**config.mk**
```make
export PLATFORM = sky130hd
export DESIGN_NAME = seg_scan_ctrl
export DESIGN_NICKNAME = d
export VERILOG_FILES = /design/src/rtl/seg_scan_pkg.sv /design/src/rtl/seg7_hex_decode.sv /design/src/rtl/seg_scan_ctrl.sv
export SDC_FILE = /design/constraint.sdc
export NUM_CORES = 1
export LEC_CHECK = 0
export ABC_AREA = 1
export CORE_UTILIZATION = 50
export CTS_BUF_LIST = sky130_fd_sc_hd__clkbuf_16
export CTS_CLUSTER_SIZE = 12
export DETAILED_ROUTE_END_ITERATION = 12
export GPL_TIMING_DRIVEN = 0
export PLACE_DENSITY = 0.69
export SLEW_MARGIN = 20
export SYNTH_ARGS = -nofsm -noshare
export SYNTH_HDL_FRONTEND = slang
export SYNTH_HIERARCHICAL = 1
export SYNTH_SLANG_ARGS = --single-unit
```
**constraint.sdc**
```tcl
create_clock -name clk -period 4.7 [get_ports clk]
set_clock_uncertainty 0.2 [all_clocks]
set_input_delay 0.94 -clock clk [delete_from_list [all_inputs] [get_ports clk]]
set_output_delay 0.94 -clock clk [all_outputs]
set_load 0.05 [all_outputs]
```
**src/rtl/seg_scan_pkg.sv**
```systemverilog
// Shared types and constants for the multiplexed 7-segment scan controller.
// Contents:
//   state_e   - scan FSM state (S_BLANK, S_DRIVE)
//   SEG_BLANK - all segments off
//   SEG_HEX   - hex glyphs 0..F, bit order [6]=a .. [0]=g, active-high
package seg_scan_pkg;

  typedef enum logic {
    S_BLANK = 1'b0,
    S_DRIVE = 1'b1
  } state_e;

  localparam logic [6:0] SEG_BLANK = 7'h00;

  // Element 0 is the rightmost entry, so SEG_HEX[n] is the glyph for n.
  localparam logic [15:0][6:0] SEG_HEX = {
    7'h47, 7'h4F, 7'h3D, 7'h4E,  // F E d C
    7'h1F, 7'h77, 7'h7B, 7'h7F,  // b A 9 8
    7'h70, 7'h5F, 7'h5B, 7'h33,  // 7 6 5 4
    7'h79, 7'h6D, 7'h30, 7'h7E   // 3 2 1 0
  };

endpackage

```
**src/rtl/seg7_hex_decode.sv**
```systemverilog
// Combinational hex digit to 7-segment decoder.
// Ports:
//   hex - 4-bit digit value 0..F
//   seg - segment pattern, [6]=a .. [0]=g, active-high
module seg7_hex_decode
  import seg_scan_pkg::*;
(
  input  logic [3:0] hex,
  output logic [6:0] seg
);

  assign seg = SEG_HEX[hex];

endmodule

```
**src/rtl/seg_scan_ctrl.sv**
```systemverilog
// Time-multiplexed scan controller for a common-cathode multi-digit 7-segment
// display. Each digit slot starts with a blanking gap (all digits off) and then
// drives one digit from the active registers through a single shared decoder.
// Digit values are staged in shadow registers and copied to the active set
// atomically at the end of a frame once a commit is pending.
// Optional build macro SEG_SCAN_LZB_EN enables leading-zero blanking.
// Ports:
//   clk, rst       - clock and synchronous active-high reset
//   wr_en/wr_idx/wr_data - shadow register write (out-of-range index ignored)
//   commit         - request shadow->active transfer at next frame boundary
//   commit_pending - transfer requested but not yet performed
//   seg_out        - segment bus, [6]=a .. [0]=g, active-high
//   dig_en         - one-hot digit enable, active-high
//   frame_tick     - high during the last cycle of each frame
module seg_scan_ctrl
  import seg_scan_pkg::*;
#(
  parameter int unsigned NUM_DIGITS   = 4,
  parameter int unsigned DWELL_CYCLES = 50_000,
  parameter int unsigned BLANK_CYCLES = 500,
  parameter int unsigned CNT_W        = 32,
  localparam int unsigned IDX_W       = $clog2(NUM_DIGITS)
) (
  input  logic                  clk,
  input  logic                  rst,
  input  logic                  wr_en,
  input  logic [IDX_W-1:0]      wr_idx,
  input  logic [3:0]            wr_data,
  input  logic                  commit,
  output logic                  commit_pending,
  output logic [6:0]            seg_out,
  output logic [NUM_DIGITS-1:0] dig_en,
  output logic                  frame_tick
);

  state_e                state_q, state_d;
  logic [CNT_W-1:0]      cnt_q, cnt_d;
  logic [IDX_W-1:0]      idx_q, idx_d;
  logic [3:0]            shadow_q [NUM_DIGITS];
  logic [3:0]            shadow_d [NUM_DIGITS];
  logic [3:0]            active_q [NUM_DIGITS];
  logic [3:0]            active_d [NUM_DIGITS];
  logic                  pend_q, pend_d;
  logic [6:0]            seg_q, seg_d;
  logic [NUM_DIGITS-1:0] dig_q, dig_d;
  logic                  tick_q, tick_d;

  logic                  cnt_last, idx_last;
  logic [3:0]            cur_val;
  logic [6:0]            dec_seg;
  logic [NUM_DIGITS-1:0] lz_mask;

  assign cnt_last = (cnt_q == CNT_W'(DWELL_CYCLES - 1));
  assign idx_last = (idx_q == IDX_W'(NUM_DIGITS - 1));
  assign cur_val  = active_q[idx_q];

  seg7_hex_decode u_dec (
    .hex (cur_val),
    .seg (dec_seg)
  );

`ifdef SEG_SCAN_LZB_EN
  // A digit above 0 is blanked when it and every higher digit are zero.
  logic zero_run;
  always_comb begin
    lz_mask  = '0;
    zero_run = 1'b1;
    for (int i = NUM_DIGITS - 1; i >= 0; i--) begin
      zero_run = zero_run & (active_q[i] == 4'd0);
      if (i > 0) lz_mask[i] = zero_run;
    end
  end
`else
  assign lz_mask = '0;
`endif

  // Slot timing FSM
  always_comb begin
    state_d = state_q;
    cnt_d   = cnt_last ? '0 : cnt_q + CNT_W'(1);
    idx_d   = idx_q;
    if (cnt_last) idx_d = idx_last ? '0 : idx_q + IDX_W'(1);
    unique case (state_q)
      S_BLANK: if (cnt_q == CNT_W'(BLANK_CYCLES - 1)) state_d = S_DRIVE;
      S_DRIVE: if (cnt_last) state_d = S_BLANK;
      default: state_d = S_BLANK;
    endcase
  end

  // Registered outputs reflect the slot position of the current cycle.
  always_comb begin
    seg_d  = SEG_BLANK;
    dig_d  = '0;
    tick_d = cnt_last & idx_last;
    if (state_q == S_DRIVE) begin
      dig_d = NUM_DIGITS'(1) << idx_q;
      seg_d = lz_mask[idx_q] ? SEG_BLANK : dec_seg;
    end
  end

  // Shadow writes, commit tracking and frame-boundary transfer. tick_q is
  // high during the boundary cycle, so the transfer uses pre-edge shadow data
  // and a commit arriving in that cycle stays pending for the next frame.
  always_comb begin
    shadow_d = shadow_q;
    if (wr_en && (32'(wr_idx) < 32'(NUM_DIGITS))) shadow_d[wr_idx] = wr_data;
    active_d = (tick_q && pend_q) ? shadow_q : active_q;
    pend_d   = commit | (pend_q & ~tick_q);
  end

  always_ff @(posedge clk) begin
    if (rst) begin
      state_q  <= S_BLANK;
      cnt_q    <= '0;
      idx_q    <= '0;
      shadow_q <= '{default: '0};
      active_q <= '{default: '0};
      pend_q   <= 1'b0;
      seg_q    <= SEG_BLANK;
      dig_q    <= '0;
      tick_q   <= 1'b0;
    end else begin
      state_q  <= state_d;
      cnt_q    <= cnt_d;
      idx_q    <= idx_d;
      shadow_q <= shadow_d;
      active_q <= active_d;
      pend_q   <= pend_d;
      seg_q    <= seg_d;
      dig_q    <= dig_d;
      tick_q   <= tick_d;
    end
  end

  assign commit_pending = pend_q;
  assign seg_out        = seg_q;
  assign dig_en         = dig_q;
  assign frame_tick     = tick_q;

endmodule

```
==> impl_results.md <==
* Synth Area in Compound Gates at 7.41%
* Logic pwr share at 3.5%
* Final setup fails at 0
* First-pass GRT wire length at 14.5 mm
* Worst-path clk slew at 0.06 ns
* Crit path max-delay cell type: clkdlybuf4s50_1
* Clock buffer count from CTS at 9
* CP Launch Type: flip-flop
* Adder-Cell Fraction of Synth Area at 2.85%
* Combinational family with the most area after synthesis: simple AND/OR/NAND/NOR gates
* Yosys cell types at 28
* Vias in the first global route at 3202
* Leak Pwr at 1.91 nW
* Fillers at 740
* Initial antenna violation count at 0
* Crit. End Element: primary output
* Mapped Cells at 593
* Post-synthesis sequential area ratio at 40.6%
* Area leader, netlist: dfxtp_1
* Switching share of power at 23.0%
* Synth-to-Final Area Change at 16.6%
* Routed vias at 3519
* Min cycle time layout at 2.64 ns
* Die Span X at 90.9 um
* CTS tree: done
* Final core occ at 59.9%
* Die Span Y at 90.9 um
* Post-Synth Simple-Gate Area at 37.1%
* Maximum VDD drop at 0.168 mV
* Pre-antenna DRT Iters at 5
* Period utilisation layout at 56.1%
* DRC viols at 0
* Worst path required time at 3.56 ns
* Max Cap Viol at 0
* Hpwl dp at 6.08 mm
* Ports at 23
* Initial Utilization at 51.4%
* Post-synthesis mux area share at 0%
* Largest net degree at the start of global routing at 17
* CP arrival at 1.50 ns
* Multi-input logic area at 2000 um2
* Post-CTS sizing at 0
* Avg Cell Area, Syn at 6.66 um2
* Layout cell share with drive strength beyond 1 at 6.81%
* Clock power share at 49.3%
* RSZ-0062 raised after global routing: false
* Placed cell areas at 4300 um2
* Total gr overflow at 0
* Max incr delay on CP at 0.82 ns
* Power share of the sequential group at 47.2%
* DR iter-0 viols at 190
* Top-area cell type share of the netlist area at 40.6%
* Fin. Hold Viols at 0
* YS warnings at 6
* Slew headroom at 66.4%
* Crit path kind: flip-flop to primary output
* Post-route insts no fill at 733
* PwrDens at 319 nW/um2
* Core ar. at 7690 um2
* Cell Int Power at 1.13 mW
* Clk_lat worst skew at 0.34 ns
* CTS Sinks at 80
* Status: finished, final reports clean
* Post-route ant nets at 0
* CP max FO at 3
* Synth Cell Area at 3950 um2
* Synthesized Nets at 612
* Storage cell area at 1600 um2
* DR WL/cell at 11.2 um
* Root buffer cell: clkbuf_16
* Number of buffers and inverters on the critical path at 1
* Gpl congestion at 0.952
* Finished Cell Area at 4610 um2
* Vias/cell at 4.80
* Most area-consuming cells after synthesis: dfxtp_1 41%, nor2_1 14%, nand2_1 13%
* Max-slew violation count at 0
* Synthesized flop and latch total at 80
* Sw power at 0.338 mW
* Worst Tran Pin Value at 0.503 ns
* Worst path cell trace: clkdlybuf4s50_1
* Port Buffers at 22
* Total wire length at 8.20 mm
* F_max at 0.379 GHz
* N_diodes at 0
* Placed cells at 717
* # Post-CTS Setup Buffers at 0
* H-Tree Level Count at 3
* Worst Hold Slack at 0.248 ns
* Hold Path Class: flip-flop to flip-flop
* Die footprint at 8260 um2
* Cell family with most CP delay: buffers and inverters
* # rows at 32
* CTS Hold Bufs at 0
* GRT Overall Usage at 21.7%
* Post-Synth XOR/XNOR Area at 3.33%
* Final TNS setup at 0 ns
* Fin nets at 645
* Max Root-Sink Buffers at 2
==> sequential cells by signal (all words and copies together) (netlist names) <==
name	count
cnt_q	32
active_q	16
shadow_q	16
seg_out	7
dig_en	4
idx_q	2
commit_pending	1
frame_tick	1
state_q	1
==> cell families after synthesis <==
logic type | Yosys count
and+or+nand+nor | 347
buffers and inverters | 85
DFF | 80
xor gates and xnor gates | 15
AOI/OAI and AO/OA | 57
adders and majority gates | 9
==> final timing paths <==
kind | slack, ns | cells after the start | from | to
setup / recovery | 2.06 | 1 | frame_tick | frame_tick
hold / removal | 0.25 | 1 | cnt_q[0] | cnt_q[0]
setup reg to reg | 2.31 | 11 | idx_q[0] | seg_out[3]
hold reg to reg | 0.25 | 1 | cnt_q[0] | cnt_q[0]
==> cell type report <==
type | instances | area share [%]
Tap cell | 102 | 2.77
Clock buffer | 9 | 4.89
Buffer | 14 | 1.68
Sequential cell | 80 | 34.8
Inverter | 71 | 5.84
Timing Repair Buffer | 22 | 4.78
Clock inverter | 7 | 1.82
Multi-Input combinational cell | 428 | 43.4
==> cell usage after synthesis, drive strengths merged <==
master  instances
ha              9
inv            71
a21oi           9
nand2         146
nor2          163
o21ai          43
o21bai          1
clkbuf          9
nor3            6
nand3b          3
nand4           3
o22ai           4
buf             5
nand3          26
xnor2           8
xor2            7
dfxtp          80
==> stage by stage <==
step,total power [mW],setup slack [ns]
floorplan,0.739,2.61
global placement,0.758,2.00
detailed placement,0.759,1.97
CTS,1.48,2.05
global route,1.52,2.03
finish,1.47,2.06
==> layer usage <==
layer  GRT usage [%]  wire, um
met1            31.1      4250
met2            32.8      3430
met3            4.21       419
met4            6.61       105
met5               0         0
==> power groups by stage <==
stage                     registers (mW)  clock network [mW]  logic, mW
after floorplan                    0.709                   0     0.0296
after global placement             0.708                   0     0.0499
after detailed placement           0.708                   0     0.0510
after CTS                          0.693               0.732     0.0512
after global routing               0.694               0.765     0.0592
final                              0.693               0.723     0.0513
==> cell usage in the layout, fill, tap and decap left out, drive strengths merged <==
cell             n
a21oi            9
buf              5
bufinv           1
clkbuf          18
clkdlybuf4s50   22
clkinv           1
clkinvlp         1
dfxtp           80
ha               9
inv             75
nand2          146
nand3           26
nand3b           3
nand4            3
nor2           163
nor3             6
o21ai           43
o21bai           1
o22ai            4
xnor2            8
xor2             7
No activity file was read; power rests on OpenSTA's default activity.
